File: src/rtl/sc_dmem_arbiter.sv
// Two-master round-robin arbiter for the single-cycle computer's data memory port.
// Each transaction takes IDLE -> ISSUE -> RESP. A DMA burst lock can hold the port for up to MAX_LOCK grants.
module sc_dmem_arbiter #(
    parameter int AW       = 32,
    parameter int DW       = 32,
    parameter int MAX_LOCK = 8
) (
    input  logic          clock,
    input  logic          reset,
    input  logic          cpu_req,
    input  logic          cpu_we,
    input  logic [AW-1:0] cpu_addr,
    input  logic [DW-1:0] cpu_wdata,
    output logic          cpu_ack,
    output logic [DW-1:0] cpu_rdata,
    output logic          cpu_stall,
    input  logic          dma_req,
    input  logic          dma_we,
    input  logic          dma_lock,
    input  logic [AW-1:0] dma_addr,
    input  logic [DW-1:0] dma_wdata,
    output logic          dma_ack,
    output logic [DW-1:0] dma_rdata,
    output logic          mem_en,
    output logic          mem_we,
    output logic [AW-1:0] mem_addr,
    output logic [DW-1:0] mem_wdata,
    input  logic [DW-1:0] mem_rdata,
    output logic          owner,
    output logic          busy
);

    localparam int CW = $clog2(MAX_LOCK + 1);
    localparam logic [CW-1:0] LOCK_MAX = CW'(MAX_LOCK);

    typedef enum logic [1:0] {
        IDLE  = 2'd0,
        ISSUE = 2'd1,
        RESP  = 2'd2
    } state_t;

    state_t        state;
    state_t        state_next;
    logic          last_owner;
    logic [CW-1:0] lock_cnt;
    logic          we_q;
    logic [AW-1:0] addr_q;
    logic [DW-1:0] wdata_q;
    logic          any_req;
    logic          lock_active;
    logic          grant_dma;

    assign any_req     = cpu_req | dma_req;
    assign lock_active = dma_lock & last_owner & (lock_cnt != '0) & (lock_cnt < LOCK_MAX);
    // On a tie the locked DMA keeps the port, otherwise whoever was not served last wins.
    assign grant_dma   = (cpu_req & dma_req) ? (lock_active | ~last_owner) : dma_req;

    // NOTE: every output of this block gets a default first so no path can infer a latch.
    always_comb begin
        state_next = state;
        unique case (state)
            IDLE:    if (any_req) state_next = ISSUE;
            ISSUE:   state_next = RESP;
            RESP:    state_next = IDLE;
            default: state_next = IDLE;
        endcase
    end

    // NOTE: state is updated with non-blocking assignments; reset is sampled on the clock edge only.
    always_ff @(posedge clock) begin
        if (reset) begin
            state      <= IDLE;
            owner      <= 1'b0;
            last_owner <= 1'b1;
            lock_cnt   <= '0;
            we_q       <= 1'b0;
            addr_q     <= '0;
            wdata_q    <= '0;
        end else begin
            state <= state_next;
            if (state == IDLE && any_req) begin
                owner      <= grant_dma;
                last_owner <= grant_dma;
                we_q       <= grant_dma ? dma_we    : cpu_we;
                addr_q     <= grant_dma ? dma_addr  : cpu_addr;
                wdata_q    <= grant_dma ? dma_wdata : cpu_wdata;
                if (grant_dma && dma_lock)
                    lock_cnt <= (lock_cnt == LOCK_MAX) ? lock_cnt : lock_cnt + CW'(1);
                else
                    lock_cnt <= '0;
            end
        end
    end

    // Request fields are frozen in the latches above, so a master may change its inputs mid-transaction.
    assign mem_en    = (state == ISSUE);
    assign mem_we    = mem_en & we_q;
    assign mem_addr  = addr_q;
    assign mem_wdata = wdata_q;

    assign cpu_ack   = (state == RESP) & ~owner;
    assign dma_ack   = (state == RESP) &  owner;
    assign cpu_rdata = mem_rdata;
    assign dma_rdata = mem_rdata;
    assign cpu_stall = cpu_req & ~cpu_ack;
    assign busy      = (state != IDLE);

endmodule
File: config.mk
export PLATFORM = sky130hd
export DESIGN_NAME = sc_dmem_arbiter
export DESIGN_NICKNAME = d
export VERILOG_FILES = /design/src/rtl/sc_dmem_arbiter.sv
export SDC_FILE = /design/constraint.sdc
export NUM_CORES = 1
export LEC_CHECK = 0
export BUFFER_PORTS_ARGS = -buffer_cell sky130_fd_sc_hd__buf_2
export CAP_MARGIN = 20
export CORE_AREA = 2 2 118 120
export DETAILED_ROUTE_END_ITERATION = 8
export DIE_AREA = 0 0 120 122
export GPL_ROUTABILITY_DRIVEN = 0
export GPL_TIMING_DRIVEN = 0
export HOLD_SLACK_MARGIN = 0.08
export SYNTH_ARGS = -nofsm -noshare
export SYNTH_HDL_FRONTEND = slang
export SYNTH_SLANG_ARGS = --single-unit
File: constraint.sdc
create_clock -name clock -period 5.43 [get_ports clock]
set_clock_uncertainty 0.15 [all_clocks]
set_input_delay 0.8145 -clock clock [delete_from_list [all_inputs] [get_ports clock]]
set_output_delay 0.8145 -clock clock [all_outputs]
set_load 0.03 [all_outputs]
---- Word-level counts from Yosys, hierarchy flattened ----
Cells that the tools add are included.
word-level totals
  flip-flop bits (word level) ............. 73
  bits in latches ......................... 0
  memory bits (writable) .................. 0
  bits in read-only memories .............. 0
  output and inout bits ................... 135
  logic and storage cells ................. 41
  memories kept ........................... 0
cells by class
  add/sub/neg operators ................... 1
  multiply operators ...................... 0
  div/mod/pow operators ................... 0
  order comparisons ....................... 1
  equal/unequal tests ..................... 5
  shift-type cells ........................ 0
  multiplexer cells ....................... 8
  bitwise logic cells ..................... 13
  reductions and logical operators ........ 6
operators with widths
  cell                 count
  $mux 32              2
  $and 1x1->1          8
  $mux 4               2
  $add 4x1->4 const B  1
  $eq 4x4->1 const B   1
  $lt 4x4->1 const B   1
  $ne 2x2->1 const B   2
  $pmux 2 s2           1
  $reduce_bool 4->1    1
  $not 1->1            3
  $eq 2x1->1 const B   1
  $eq 2x2->1 const B   1
  $logic_and 1x1->1    2
  $logic_not 2->1      1
  $mux 1               2
  $mux 2               1
  $or 1x1->1           2
  $reduce_and 2->1     1
  $reduce_bool 2->1    1

---- Depth between registers and ports, before layout ----
Gate-level depths: netlist of run 1.
  depth in word-level cells ............... 8
  depth in mapped cells ................... 8
  mapped depth without buffers ............ 6

---- Least setup slack after synthesis of run 1 ----
No wires, ideal clock.
  path kind ............................... reg2out
  from .................................... register owner
  to ...................................... output port cpu_stall
  data arrival time ....................... 1.601 ns
  required time ........................... 4.465 ns
  setup slack ............................. 2.864 ns
  stages on the path, launching flop included .. 3
  path buffers ............................ 0
  cells stage by stage .................... dfxtp_1 -> nor3b_1 -> nor2b_1
on the way
  cells in the longest elaborated chain, start to end .. 4
ends and longest elaborated chain
  item                    RTL line  source
  start, declared         29        output logic owner,
  start signal, assigned  82        owner <= grant_dma;
  $not 1->1               101       assign cpu_ack = (state == RESP) & ~owner;
  $and 1x1->1             101
  via cpu_ack             14        output logic cpu_ack,
  $not 1->1               105       assign cpu_stall = cpu_req & ~cpu_ack;
  $and 1x1->1             105
  end, declared           16        output logic cpu_stall,
The timed path passes the listed nets, and every way through them passes these cells.

---- Final worst setup path of run 1 ----
  from .................................... register state[0]
  to ...................................... output port mem_we
on the way
  cells in the longest elaborated chain, start to end .. 2
ends and longest elaborated chain
  item                    RTL line  source
  start, declared         42        state_t state;
  start signal, assigned  80        state <= state_next;
  $eq 2x1->1              96        assign mem_en = (state == ISSUE);
  $and 1x1->1             97        assign mem_we = mem_en & we_q;
  end, declared           25        output logic mem_we,
No other way between the ends.

==> results of run 1 <==
[worst paths after layout]
path,slack [ns],endpoint
max,3.18,mem_we
min,0.34,last_owner$_SDFFE_PP1P_
max reg2reg,3.35,mem_wdata[2]$_SDFFE_PP0P_
min reg2reg,0.34,last_owner$_SDFFE_PP1P_
[worst max-delay path, stage by stage, from the launching register on]
cell     delay (ns)
dfxtp_1        0.40
nor2b_1        0.22
and2_1         0.15
buf_2          0.19
[registers in the layout, indices dropped and copies added (netlist names)]
name / flops
mem_addr: 32
mem_wdata: 32
lock_cnt: 4
state: 2
last_owner: 1
owner: 1
we_q: 1
[layout by cell type, fill, tap and decap left out, drive strengths merged]
| master | instances |
|---|---|
| ha | 2 |
| bufinv | 1 |
| and2 | 2 |
| a31oi | 1 |
| buf | 363 |
| clkbuf | 30 |
| xnor2 | 2 |
| nand2b | 1 |
| nand3 | 66 |
| a21oi | 2 |
| inv | 4 |
| o21a | 1 |
| nor3 | 5 |
| a311oi | 65 |
| clkinv | 3 |
| or3b | 1 |
| a32oi | 1 |
| o31ai | 1 |
| nand3b | 1 |
| o21ai | 68 |
| nor2 | 70 |
| and3b | 2 |
| dfxtp | 73 |
| nand4b | 1 |
| nor4 | 1 |
| nor2b | 4 |
| nor3b | 1 |
| nand2 | 1 |
| a211oi | 1 |
[synthesized netlist by cell type, types with 3 or more instances]
master	number	area, sq um
o21ai_1	41	205
buf_4	69	518
nand3_1	66	330
dfxtp_1	73	1460
buf_6	7	78.8
a311oi_1	65	569
buf_2	18	90.1
clkbuf_1	17	63.8
nor2_1	67	251
nor3_1	5	25.0
nor2b_1	3	18.8
o21ai_0	26	130
[metal layers]
metal | vias up | routed length, microns | share of wire [%] | global-route usage (%)
li1 | 2289 | - | - | -
met1 | 2106 | 5990 | 41 | 23.2
met2 | 219 | 7240 | 50 | 31.5
met3 | 16 | 1090 | 7.5 | 4.26
met4 | 0 | 250 | 1.7 | 5.88
met5 | - | 0 | 0 | 0
[where the power goes]
part           switching, W  internal, W  leakage (nW)
combinational      0.000404     0.000224          2.07
sequential        0.0000335     0.000599         0.606
clock              0.000218     0.000351         0.139
total              0.000656      0.00117          2.82
[layout make-up]
type | count | area share [%]
Multi-Input combinational cell | 300 | 30.2
Sequential cell | 73 | 25.0
Buffer | 115 | 13.1
Inverter | 4 | 0.257
Clock inverter | 4 | 0.770
Clock buffer | 11 | 3.98
Tap cell | 180 | 3.85
Timing Repair Buffer | 267 | 22.8
[logic make-up (layout without fill, tap and decap cells)]
| kind of cell | after synthesis | count (layout) | synth area share (%) |
|---|---|---|---|
| AOI/OAI and AO/OA | 140 | 140 | 24.3 |
| xor gates and xnor gates | 2 | 2 | 0.437 |
| adders and majority gates | 2 | 2 | 0.624 |
| buffers and inverters | 119 | 401 | 19.5 |
| DFF | 73 | 73 | 36.4 |
| and+or+nand+nor | 156 | 156 | 18.7 |
[metrics by stage]
stage	setup WS [ns]	total power, W	hold slack, ns
4_1_cts	3.14	0.00186	0.335
3_3_place_gp	3.08	0.00128	0.314
3_5_place_dp	3.05	0.00128	0.314
6_report	3.18	0.00183	0.336
5_1_grt	3.06	0.00193	0.359
2_1_floorplan	2.86	0.00107	0.280
==> results_dict.tcl, run 1 <==
set metrics [dict create \
    status "completed" \
    cp-start-kind "flip-flop" \
    start_util_pct 29.7 \
    io_buffers 267 \
    root_buffer "clkbuf_16" \
    layout-drive-gt1-share_pct 50.0 \
    synth_cells 492 \
    core-area_sq_um 13500 \
    dp_hpwl_microns 11400 \
    antenna_found_initial 0 \
    path_class "flip-flop to output port" \
    dr.pass1.iters 5 \
    min_from "last_owner$_SDFFE_PP1P_" \
    maxSlewViolCount 0 \
    fin_util_pct 43.3 \
    cts_buffer_depth 2 \
    ys_ff_latch 73 \
    hold_viol_final 0 \
    tns_ns 0 \
    synth-async-reset-ratio_pct 0 \
    dp.cells 939 \
    min_period_over_period_pct 41.5 \
    p_leak_nw 2.82 \
    h-tree-depth 3 \
    grt_pass1_vias 4308 \
    ant_nets 0 \
    slew_headroom_pct 51.1 \
    cts_tree "yes" \
    peakVddDrop_mv 0.143 \
    num_rows 43 \
    hold_class "flip-flop to flip-flop" \
    synth_edf_count 0 \
    cts_resized 0 \
    yosysWarnings 0 \
    post_cts_buffers 0 \
    die_y_microns 122 \
    syn2layout_area_growth_pct 45.9 \
    seq_area_frac_synth_pct 36.4 \
    track_usage_pct 18.5 \
    final_cells 954 \
    drtIter0Drc 281 \
    grt_max_degree 12 \
    hold_buffers 0 \
    yosys_most_used_dff "dfxtp_1" \
    post_dp_cell_area_sq_um 5570 \
    die_area_sq_um 14600 \
    final_nets 939 \
    die_w_microns 120 \
    fill_cells 1446 \
    cts-buffers-inserted 9 \
    maxCapViolCount 0 \
    grt_first_pass_wirelength_microns 21400 \
    num_antenna_cells 0 \
    synth.avg_cell_area_sq_um 8.15 \
    viasPerCell 4.85 \
    overflow 0 \
    endpoint_kind "output port" \
    clock-sinks 73 \
    reg2regPathDepth 8 \
    cp_data_required_time_ns 4.47 \
    ys_types 38 \
    tightest_slew_ns 0.734 \
    register_area_sq_um 1460 \
    setup_violations 0 \
    cts.clk_slew.worst_paths_ns 0.06 \
    power_density_nw_per_um2 313 \
    r2r-start "lock_cnt[0]$_SDFFE_PP0P_" \
    rsz0062_at_grt "no" \
    crit_start "state[0]$_SDFFE_PP0P_" \
    arrival_ns 1.29 \
    path_max_fanout 4 \
    pin_count 302 \
    netlist_area_sq_um 4010 \
    multi_input_area_sq_um 1770 \
    min_period_ns 2.25 \
    clock_latency_ns 0.33 \
    fin_area_sq_um 5850 \
    synth_fp_nets 661 \
    timing.fmax_mhz 444 \
    wirelength_microns 14600 \
    drc_errors 0 \
    vias 4630 \
    hold_depth 2 \
    wl_per_cell_microns 15.3 \
]
Power figures use the tool's default switching activity.
==> run 2, diff against run 1 <==
- ABC_AREA: not set -> 1
- CORE_AREA: 2 2 118 120 -> 2 2 116 118
- DIE_AREA: 0 0 120 122 -> 0 0 118 120
- clock period: 5.43 -> 2.1 ns (I/O delays scaled with it)
==> results_dict.tcl, run 2 <==
set metrics [dict create \
    status "completed" \
    start_util_pct 28.4 \
    synth_top_cell_by_area "dfxtp_1" \
    die_w_microns 118 \
    setup_violations 0 \
    post_dp_cell_area_sq_um 5250 \
    die_y_microns 120 \
    fill_cells 1336 \
    hold_buffers 46 \
    global_route.usage.met2_pct 31.1 \
    io_buffers 269 \
    arrival_ns 1.94 \
    cp-start-kind "flip-flop" \
    syn2layout_area_growth_pct 62.0 \
    crit_chain "inv_1 -> ha_1 -> nand2_1 -> nand2_1 -> nand2_2 -> nand2_2 -> inv_2 -> buf_6 -> buf_6 -> nand2_1 -> a31oi_1" \
    timing.final.ws_setup_ns 0.272 \
    root_buffer "clkbuf_16" \
    cts.clk_slew.worst_paths_ns 0.05 \
    fin_area_sq_um 5970 \
    yosys_most_used_dff "dfxtp_1" \
    cts_resized 0 \
    timing.fmax_mhz 547 \
    grt_pass1_vias 4321 \
    seq_area_frac_synth_pct 39.6 \
    grt_util_met3_pct 4.94 \
    min_period_over_period_pct 87.0 \
    grt_first_pass_wirelength_microns 20900 \
    rsz0062_at_grt "no" \
    yosysWarnings 0 \
    holdWs_ns 0.0942 \
    viasPerCell 4.48 \
    dp_hpwl_microns 9600 \
    yosysTopAreaCellShare_pct 39.6 \
    wirelength_microns 13400 \
    fin_util_pct 46.0 \
    layout-drive-gt1-share_pct 45.2 \
    final_cell_mix "281 x buf_2, 145 x nand2_1, 73 x buf_4, 73 x dfxtp_1, 65 x a31oi_1" \
    dp_slack_ns -0.0527 \
    grt_max_degree 11 \
    grt.busiest_layer "met2" \
    synth_cells 499 \
    vias 4498 \
    ys_ff_latch 73 \
    synthTopCellsByArea "dfxtp_1 40%, buf_4 15%, nand2_1 15%" \
    dr.pass1.iters 5 \
    tightest_slew_ns 0.462 \
    crit_top_cell "nand2_1" \
    core-area_sq_um 13000 \
    antenna_found_initial 0 \
    slew_headroom_pct 69.2 \
    ys_types 21 \
    cp_data_required_time_ns 2.21 \
    synth.avg_cell_area_sq_um 7.39 \
    final_nets 994 \
    h-tree-depth 3 \
    hold_viol_final 0 \
    cts-buffers-inserted 9 \
    cpPeakStageDelay_ns 0.40 \
    drc_errors 0 \
    path_class "flip-flop to flip-flop" \
    grtUsageMet1_pct 22.6 \
    synth_fp_nets 668 \
    post-synth-top-count-cell "nand2_1" \
    post_cts_buffers 0 \
    cpMaxStageDelayCell "dfxtp_1" \
    hold_class "primary input to flip-flop" \
    peakVddDrop_mv 0.320 \
    num_antenna_cells 0 \
    die_area_sq_um 14200 \
    min_period_ns 1.83 \
    endpoint_kind "flip-flop" \
    track_usage_pct 18.4 \
    num_rows 42 \
    clock_latency_ns 0.34 \
    cts_buffer_depth 2 \
    maxSlewViolCount 0 \
    maxCapViolCount 0 \
    cts_tree "yes" \
    netlist_area_sq_um 3690 \
    wl_per_cell_microns 13.3 \
    power_density_nw_per_um2 763 \
    ant_nets 0 \
    clock-sinks 73 \
    overflow 0 \
    final_common_cell "buf_2" \
    p_leak_nw 3.10 \
    synthTopCellsByCount "145 x nand2_1, 73 x buf_4, 73 x dfxtp_1" \
    critPathTopFamily "buffers and inverters" \
    synth-async-reset-ratio_pct 0 \
    drtIter0Drc 279 \
    power.total_w 0.00456 \
    pin_count 302 \
    crit_buf_inv 4 \
    path_max_fanout 10 \
    synth_edf_count 0 \
]
==> run 2: cell count changes after synthesis, sizes merged, moves of 3 or more <==
cell / before / now
nand2: 1 / 147
a311oi: 65 / 0
a31oi: 1 / 65
nand3: 66 / 5
nor2: 70 / 15
inv: 4 / 14
clkbuf: 19 / 10
buf: 96 / 90
nor2b: 4 / 0
nand4: 0 / 3
nor3: 5 / 2
==> run 2: cell families (layout without fill, tap and decap cells) <==
group / count (synthesis) / count (layout) / share of synthesized area (%)
simple gates: 173 / 173 / 18.3
compound gates: 136 / 136 / 20.7
buf+inv: 114 / 444 / 20.5
flops: 73 / 73 / 39.6
fa+ha+maj: 2 / 2 / 0.679
xor+xnor: 1 / 1 / 0.238
==> run 2: power breakdown <==
part / internal, W / switching, W
sequential: 0.00155 / 0.0000785
clock: 0.000828 / 0.000552
combinational: 0.000570 / 0.000974
==> run 2: tightest hold or removal path, stage by stage <==
cell	delay, ns
buf_2	0.09
nand2_1	0.05
a31oi_1	0.07
==> run 2: final cells by class <==
type / instances / area, sq um / area share [%]
inverters: 14 / 52.6 / 0.880
well taps: 176 / 220 / 3.69
plain buffers: 100 / 702 / 11.8
repair buffers: 315 / 1810 / 30.3
flip-flops and latches: 73 / 1460 / 24.5
clock buffers: 15 / 258 / 4.32
multi-input cells: 312 / 1470 / 24.6
==> run 2: worst paths after layout <==
kind	startpoint	to	slack [ns]	depth (start not counted)
worst min register to register	last_owner$_SDFFE_PP1P_	last_owner$_SDFFE_PP1P_	0.32	2
worst max-delay path	lock_cnt[0]$_SDFFE_PP0P_	mem_addr[30]$_SDFFE_PP0P_	0.27	11
worst max register to register	lock_cnt[0]$_SDFFE_PP0P_	mem_addr[30]$_SDFFE_PP0P_	0.27	11
worst min-delay path	cpu_addr[6]	mem_addr[6]$_SDFFE_PP0P_	0.09	3
==> run 2: metal layers <==
metal  routed length (microns)  vias up
li1                          -     2272
met1                      5660     1983
met2                      6430      222
met3                      1060       21
met4                       233        0
met5                         0        -
==> run 2: metrics by stage <==
stage / setup TNS (ns) / std cells
2_1_floorplan: 0 / 499
3_3_place_gp: -0.0789 / 944
3_5_place_dp: -0.0936 / 944
4_1_cts: 0 / 1005
5_1_grt: 0 / 1005
6_report: 0 / 1005
